<file path="src/rtl/muldiv_seq_if.sv">
// Handshake and result bundle between the EX stage and the multiply/divide sequencer.
// EX is the master; the sequencer is the slave.
interface muldiv_seq_if #(
  parameter int WIDTH = 32
);
  logic             start;
  logic [3:0]       op;
  logic [WIDTH-1:0] A;
  logic [WIDTH-1:0] B;
  logic             read_hilo;
  logic [WIDTH-1:0] HI;
  logic [WIDTH-1:0] LO;
  logic             busy;
  logic             done;
  logic             stall;

  modport master (
    output start, op, A, B, read_hilo,
    input  HI, LO, busy, done, stall
  );

  modport slave (
    input  start, op, A, B, read_hilo,
    output HI, LO, busy, done, stall
  );
endinterface

</file>
<file path="src/rtl/muldiv_seq.sv">
// Multi-cycle signed multiply/divide sequencer owning HI/LO.
// Shift-add multiply and restoring divide on magnitudes, one bit per cycle, sign fixed at the end.
//
// state  | meaning
// S_IDLE | waiting for MULT/DIV; HI/LO hold last result
// S_PREP | take magnitudes and signs of captured operands
// S_RUN  | WIDTH iterations of shift-add or shift-subtract
// S_FIX  | apply signs, HI/LO written on exit
module muldiv_seq #(
  parameter int WIDTH = 32
) (
  input  logic         clk,
  input  logic         rst_n,
  muldiv_seq_if.slave  bus
);

  localparam int CW = $clog2(WIDTH);
  localparam logic [3:0] OP_MULT = 4'hA;
  localparam logic [3:0] OP_DIV  = 4'hB;

  typedef enum logic [1:0] {S_IDLE, S_PREP, S_RUN, S_FIX} state_e;

  state_e           state_q, state_d;
  logic [WIDTH-1:0] a_q, a_d, b_q, b_d;
  logic             is_div_q, is_div_d;
  logic [WIDTH:0]   acc_q, acc_d;
  logic [WIDTH-1:0] work_q, work_d;
  logic [WIDTH-1:0] opnd_q, opnd_d;
  logic             neg_res_q, neg_res_d;
  logic             neg_rem_q, neg_rem_d;
  logic [CW-1:0]    cnt_q, cnt_d;
  logic [WIDTH-1:0] hi_q, hi_d, lo_q, lo_d;
  logic             done_q, done_d;

  logic             op_valid, accept, busy;
  logic [WIDTH-1:0] a_abs, b_abs;
  logic [WIDTH:0]   mul_sum, rem_sh;
  logic             rem_ge;
  logic [2*WIDTH-1:0] prod_mag, prod;
  logic [WIDTH-1:0] quo_fix, rem_fix;

  assign op_valid = (bus.op == OP_MULT) || (bus.op == OP_DIV);
  assign accept   = bus.start && op_valid && (state_q == S_IDLE);

  assign a_abs    = a_q[WIDTH-1] ? -a_q : a_q;
  assign b_abs    = b_q[WIDTH-1] ? -b_q : b_q;

  // acc/rem carry one extra bit so the add carry and the trial-subtract compare are exact
  assign mul_sum  = acc_q + (work_q[0] ? {1'b0, opnd_q} : '0);
  assign rem_sh   = {acc_q[WIDTH-1:0], work_q[WIDTH-1]};
  assign rem_ge   = rem_sh >= {1'b0, opnd_q};

  assign prod_mag = {acc_q[WIDTH-1:0], work_q};
  assign prod     = neg_res_q ? -prod_mag : prod_mag;
  assign quo_fix  = neg_res_q ? -work_q : work_q;
  assign rem_fix  = neg_rem_q ? -acc_q[WIDTH-1:0] : acc_q[WIDTH-1:0];

  always_comb begin
    state_d   = state_q;
    busy      = (state_q != S_IDLE);
    bus.busy  = busy;
    bus.stall = busy && ((bus.start && op_valid) || bus.read_hilo);
    bus.done  = done_q;
    bus.HI    = hi_q;
    bus.LO    = lo_q;
    unique case (state_q)
      S_IDLE:  if (accept) state_d = S_PREP;
      S_PREP:  state_d = S_RUN;
      S_RUN:   if (cnt_q == CW'(WIDTH-1)) state_d = S_FIX;
      S_FIX:   state_d = S_IDLE;
      default: state_d = S_IDLE;
    endcase
  end

  always_comb begin
    a_d       = a_q;
    b_d       = b_q;
    is_div_d  = is_div_q;
    acc_d     = acc_q;
    work_d    = work_q;
    opnd_d    = opnd_q;
    neg_res_d = neg_res_q;
    neg_rem_d = neg_rem_q;
    cnt_d     = cnt_q;
    hi_d      = hi_q;
    lo_d      = lo_q;
    done_d    = 1'b0;
    unique case (state_q)
      S_IDLE: begin
        if (accept) begin
          a_d      = bus.A;
          b_d      = bus.B;
          is_div_d = (bus.op == OP_DIV);
        end
      end
      S_PREP: begin
        opnd_d    = is_div_q ? b_abs : a_abs;
        work_d    = is_div_q ? a_abs : b_abs;
        acc_d     = '0;
        neg_res_d = a_q[WIDTH-1] ^ b_q[WIDTH-1];
        neg_rem_d = is_div_q & a_q[WIDTH-1];
        cnt_d     = '0;
      end
      S_RUN: begin
        cnt_d = cnt_q + CW'(1);
        if (!is_div_q) begin
          acc_d  = {1'b0, mul_sum[WIDTH:1]};
          work_d = {mul_sum[0], work_q[WIDTH-1:1]};
        end else if (rem_ge) begin
          acc_d  = rem_sh - {1'b0, opnd_q};
          work_d = {work_q[WIDTH-2:0], 1'b1};
        end else begin
          acc_d  = rem_sh;
          work_d = {work_q[WIDTH-2:0], 1'b0};
        end
      end
      S_FIX: begin
        done_d = 1'b1;
        if (!is_div_q) begin
          hi_d = prod[2*WIDTH-1:WIDTH];
          lo_d = prod[WIDTH-1:0];
        end else if (b_q == '0) begin
          hi_d = a_q;
          lo_d = '1;
        end else begin
          // most-negative / -1 falls out naturally: magnitude 2^(W-1) negates to itself
          hi_d = rem_fix;
          lo_d = quo_fix;
        end
      end
      default: ;
    endcase
  end

  always_ff @(posedge clk or negedge rst_n) begin
    if (!rst_n) begin
      state_q   <= S_IDLE;
      a_q       <= '0;
      b_q       <= '0;
      is_div_q  <= 1'b0;
      acc_q     <= '0;
      work_q    <= '0;
      opnd_q    <= '0;
      neg_res_q <= 1'b0;
      neg_rem_q <= 1'b0;
      cnt_q     <= '0;
      hi_q      <= '0;
      lo_q      <= '0;
      done_q    <= 1'b0;
    end else begin
      state_q   <= state_d;
      a_q       <= a_d;
      b_q       <= b_d;
      is_div_q  <= is_div_d;
      acc_q     <= acc_d;
      work_q    <= work_d;
      opnd_q    <= opnd_d;
      neg_res_q <= neg_res_d;
      neg_rem_q <= neg_rem_d;
      cnt_q     <= cnt_d;
      hi_q      <= hi_d;
      lo_q      <= lo_d;
      done_q    <= done_d;
    end
  end

endmodule

</file>
<file path="src/flat_wrapper.sv">
// flat-port wrapper written by rule: the top's interface ports become plain ports
module muldiv_seq_flat 
#(
  parameter int WIDTH = 32
)
  (clk, rst_n, bus_start, bus_op, bus_A, bus_B, bus_read_hilo, bus_HI, bus_LO, bus_busy, bus_done, bus_stall);
  muldiv_seq_if #(.WIDTH(WIDTH)) bus_i ();
  input  logic clk;
  input  logic rst_n;
  input wire logic [$bits(bus_i.start)-1:0] bus_start;
  input wire logic [$bits(bus_i.op)-1:0] bus_op;
  input wire logic [$bits(bus_i.A)-1:0] bus_A;
  input wire logic [$bits(bus_i.B)-1:0] bus_B;
  input wire logic [$bits(bus_i.read_hilo)-1:0] bus_read_hilo;
  output wire logic [$bits(bus_i.HI)-1:0] bus_HI;
  output wire logic [$bits(bus_i.LO)-1:0] bus_LO;
  output wire logic [$bits(bus_i.busy)-1:0] bus_busy;
  output wire logic [$bits(bus_i.done)-1:0] bus_done;
  output wire logic [$bits(bus_i.stall)-1:0] bus_stall;
  assign bus_i.start = bus_start;
  assign bus_i.op = bus_op;
  assign bus_i.A = bus_A;
  assign bus_i.B = bus_B;
  assign bus_i.read_hilo = bus_read_hilo;
  assign bus_HI = bus_i.HI;
  assign bus_LO = bus_i.LO;
  assign bus_busy = bus_i.busy;
  assign bus_done = bus_i.done;
  assign bus_stall = bus_i.stall;
  muldiv_seq #(.WIDTH(WIDTH)) u_core (.clk(clk), .rst_n(rst_n), .bus(bus_i));
endmodule
</file>
<file path="config.mk">
export PLATFORM = sky130hd
export DESIGN_NAME = muldiv_seq_flat
export DESIGN_NICKNAME = d
export VERILOG_FILES = /design/src/rtl/muldiv_seq_if.sv /design/src/rtl/muldiv_seq.sv /design/src/flat_wrapper.sv
export SDC_FILE = /design/constraint.sdc
export NUM_CORES = 1
export LEC_CHECK = 0
export ABC_AREA = 1
export CAP_MARGIN = 0
export CORE_MARGIN = 2
export CORE_UTILIZATION = 55
export DETAILED_ROUTE_END_ITERATION = 16
export PLACE_DENSITY = 0.8
export REMOVE_ABC_BUFFERS = 1
export SYNTH_ARGS = -nofsm -noshare
export SYNTH_HDL_FRONTEND = slang
export SYNTH_SLANG_ARGS = --single-unit
</file>
<file path="constraint.sdc">
create_clock -name clk -period 2.98 [get_ports clk]
set_input_delay 0.596 -clock clk [delete_from_list [all_inputs] [get_ports clk]]
set_output_delay 0.596 -clock clk [all_outputs]
set_load 0.01 [all_outputs]
</file>
==> reports/metrics.csv <==
metric,value,unit
drt via density,5.84,
WL/cell,21.1,um
CP cell instances,inv_1 > ha_1 > nand2_1 > inv_2 > nand2_1 > nand2_1 > inv_1 > nand3_1 > nand2_1 > nand2_1 > nand2_4 > nand2_8 > inv_1 > nor2_2 > o21ai_0 > nand2_1,
Fillers,3844,
mux share of post-synthesis cell area,0,%
Adder-Cell Fraction of Synth Area,4.57,%
IO Pins,139,
sw frac,54.9,%
synth top area cells,"dfrtp_1, nand2_1, nand3_1, nor2_1, inv_1",
Mapped Cells,3518,
dpl hpwl,70300,um
post-synth top area cell,dfrtp_1,
Main synth FF type,dfrtp_1,
part of the Yosys area used for sequential elements,27.6,%
ANT nets after route,0,
Post-CTS Setup Inserts,0,
combinational power share,66.5,%
setup ws final,154,ps
first-pass GRT wire length,134000,um
TritonCTS Buffers,29,
Layout Nets,3798,
# port buffers,138,
largest net degree at the start of global routing,150,
Fin Setup TNS,0,ps
Worst VDD drop,920,uV
Worst setup endpoint,u_core.acc_q[0],
Rows,72,
P_sw,0.0155,W
CP required,3460,ps
Max Cap Violations,0,
Clock power frac,12.9,%
syn_area_per_cell,6.09,um^2
Via Count,24463,
Final Util,64.0,%
die height,201,um
first-pass iteration count of the detailed router,6,
Die W,201,um
PD cells,1140,nW/um^2
total grt overflow,0,
Slew Limit Headroom,43.4,%
worst-case reg-to-reg path depth,16,
Post-Place Worst Slack,117,ps
DRT Wirelength,88500,um
critical path arrival,3310,ps
DRC,0,
CP startpoint kind,flop,
Root Buffer,clkbuf_16,
number of setup violations in the final report,0,
H-tree levels,1,
layout cells sized above 1,6.35,%
Initial DRC Count,3076,
CP max-delay cell,dfrtp_1,
Tot Pwr,0.0282,W
"FFs w/ async S/R, synth",100,%
Yosys reg bits,236,
"Slew Viols, Final",0,
RePlAce Congestion,1.07,
layout overhead on the synthesized area,15.0,%
synth unique cells,56,
Clock Path Buffers,3,
Max Fclk,354,MHz
FF-to-FF setup slack,150,ps
fin area,24700,um^2
Initial Utilization,55.6,%
Worst-Skew Late Latency,600,ps
crit path max fanout,31,
WP buf/inv,4,
crit path from,u_core.opnd_q[7],
final period utilization,94.8,%
Period minus WS final,2830,ps
initial antenna violation count,2,
Leakage,12.7,nW
Reg-to-Reg End,u_core.acc_q[0],
"CTS clk-pin slew, worst paths",60,ps
critical path type,reg -> reg,
GR Util All Layers,43.1,%
Synth Warn #,0,
worst slew pin tran,848,ps
dpl cell area,23700,um^2
Yosys top cell area share,27.6,%
HP Class,reg -> reg,
RSZ-0062 raised after global routing,false,
vias in the first global route,22245,
CP peak stage delay,430,ps
"Cell Area, Synth",21400,um^2
largest family of logic cells by synthesized area,simple AND/OR/NAND/NOR gates,
CTS tree,yes,
worst r2r src,u_core.opnd_q[7],
Synth Area in Simple Gates,40.5,%
cell count along the critical path,16,
Num Clock Sinks,236,
"EDFF count, synth",0,
status,"complete, no violations",
crit end category,flop,
family with the most delay on the worst path,simple AND/OR/NAND/NOR gates,
internal power,0.0127,W
Critical Path Most Common Cell,nand2_1,
core footprint,38600,um^2
Flop pwr share,20.5,%
Worst Skew,37.6,ps
die area,40600,um^2
XOR/XNOR share of the synthesized area,3.51,%
Final Hold Vio Count,0,
compound-gate portion of the synthesized area,13.3,%
flip-flops by register name, summed over array words and instances (netlist names):
register / cells
u_core.a_q: 32
u_core.acc_q: 33
u_core.b_q: 32
u_core.bus.HI: 32
u_core.bus.LO: 32
u_core.bus.done: 1
u_core.cnt_q: 5
u_core.is_div_q: 1
u_core.neg_rem_q: 1
u_core.neg_res_q: 1
u_core.opnd_q: 32
u_core.state_q: 2
u_core.work_q: 32
per-layer routing:
layer | track usage [%] | share of wire (%) | vias to the layer above
met5 | 0 | 0.014 | -
met4 | 21.3 | 5.8 | 2
met3 | 9.65 | 12 | 228
met2 | 62.9 | 41 | 1478
met1 | 60.1 | 41 | 11204
li1 | - | - | 11551
area by class of cell:
type	count	area [um^2]	area share (%)
Sequential cell	236	5910	24.0
Antenna cell	1	2.50	0.0101
Multi-Input combinational cell	2708	13300	53.9
Clock inverter	11	114	0.462
Tap cell	518	648	2.63
Timing Repair Buffer	225	2150	8.74
Clock buffer	38	840	3.40
Inverter	449	1700	6.88
kinds of logic after synthesis:
kind of cell,count (synthesis)
AOI/OAI and AO/OA,494
xor gates and xnor gates,86
adders and majority gates,77
buffers and inverters,574
DFF,236
and+or+nand+nor,2051
per-stage QoR:
step	hold slack [ps]	std cells
floorplan	300	3393
global placement	462	4135
detailed placement	465	4135
CTS	481	4185
global route	506	4185
finish	475	4186
synthesized netlist by cell type, drive strengths merged, types with 2 or more instances:
library cell     n
a21oi          252
a22oi            7
a31oi           16
and2            10
buf             33
clkbuf          92
clkinv           4
dfrtp          236
fa               2
ha              75
inv            445
nand2         1095
nand3          357
nand3b          16
nand4           48
nor2           474
nor3            34
nor4             3
o211ai          23
o21a             3
o21ai          161
o21bai           9
o221ai          13
o22a             2
o22ai            4
or2             13
xnor2            7
xor2            79
power by group through the flow:
| stage | registers, W | clock network, W | logic [W] |
|---|---|---|---|
| 2_1_floorplan | 0.00582 | 0 | 0.0113 |
| 3_3_place_gp | 0.00574 | 0 | 0.0181 |
| 3_5_place_dp | 0.00574 | 0 | 0.0181 |
| 4_1_cts | 0.00570 | 0.00363 | 0.0182 |
| 5_1_grt | 0.00588 | 0.00377 | 0.0204 |
| 6_report | 0.00578 | 0.00364 | 0.0187 |
worst register-to-register path, stage by stage, from the launching register on:
cell     delay (ps)
dfrtp_1         430
inv_1           140
ha_1            370
nand2_1         160
inv_2            50
nand2_1          60
nand2_1          60
inv_1            90
nand3_1         150
nand2_1         120
nand2_1         110
nand2_4         140
nand2_8         180
inv_1           270
nor2_2          110
o21ai_0         200
nand2_1          80
cells in the final DEF (no fill, tap or decap), drive strengths merged, types with 3 or more instances in the layout:
cell type and count:
nor3 34, and2 10, nand2 1095, o21bai 9
nand4 48, nand3 357, buf 87, o22ai 4
o21ai 161, a22oi 7, xnor2 7, clkbuf 38
nor4 3, xor2 79, or2 13, o21a 3
dfrtp 236, a31oi 16, nand3b 16, clkdlybuf4s50 137
o211ai 23, inv 445, ha 75, o221ai 13
nor2 474, clkinv 11, a21oi 252
worst min-delay path by stage:
stage / start / endpoint / slack (ps) / cells after the start
after detailed placement: u_core.bus.HI[9] / u_core.bus.HI[9] / 460 / 2
after CTS: u_core.bus.HI[9] / u_core.bus.HI[9] / 480 / 2
after floorplan: rst_n / u_core.a_q[0] / 300 / 0
after global placement: u_core.bus.HI[29] / u_core.bus.HI[29] / 460 / 2
final: u_core.bus.HI[9] / u_core.bus.HI[9] / 470 / 2
after global routing: u_core.bus.HI[9] / u_core.bus.HI[9] / 510 / 2
timing repair:
action / 4_1_cts / 5_1_grt
hold endpoints to repair: 58 / 0
hold buffers: 1 / 0
endpoints found under the setup margin: 0 / 2
resized for setup: 0 / 3
Power figures use the tool's default switching activity.
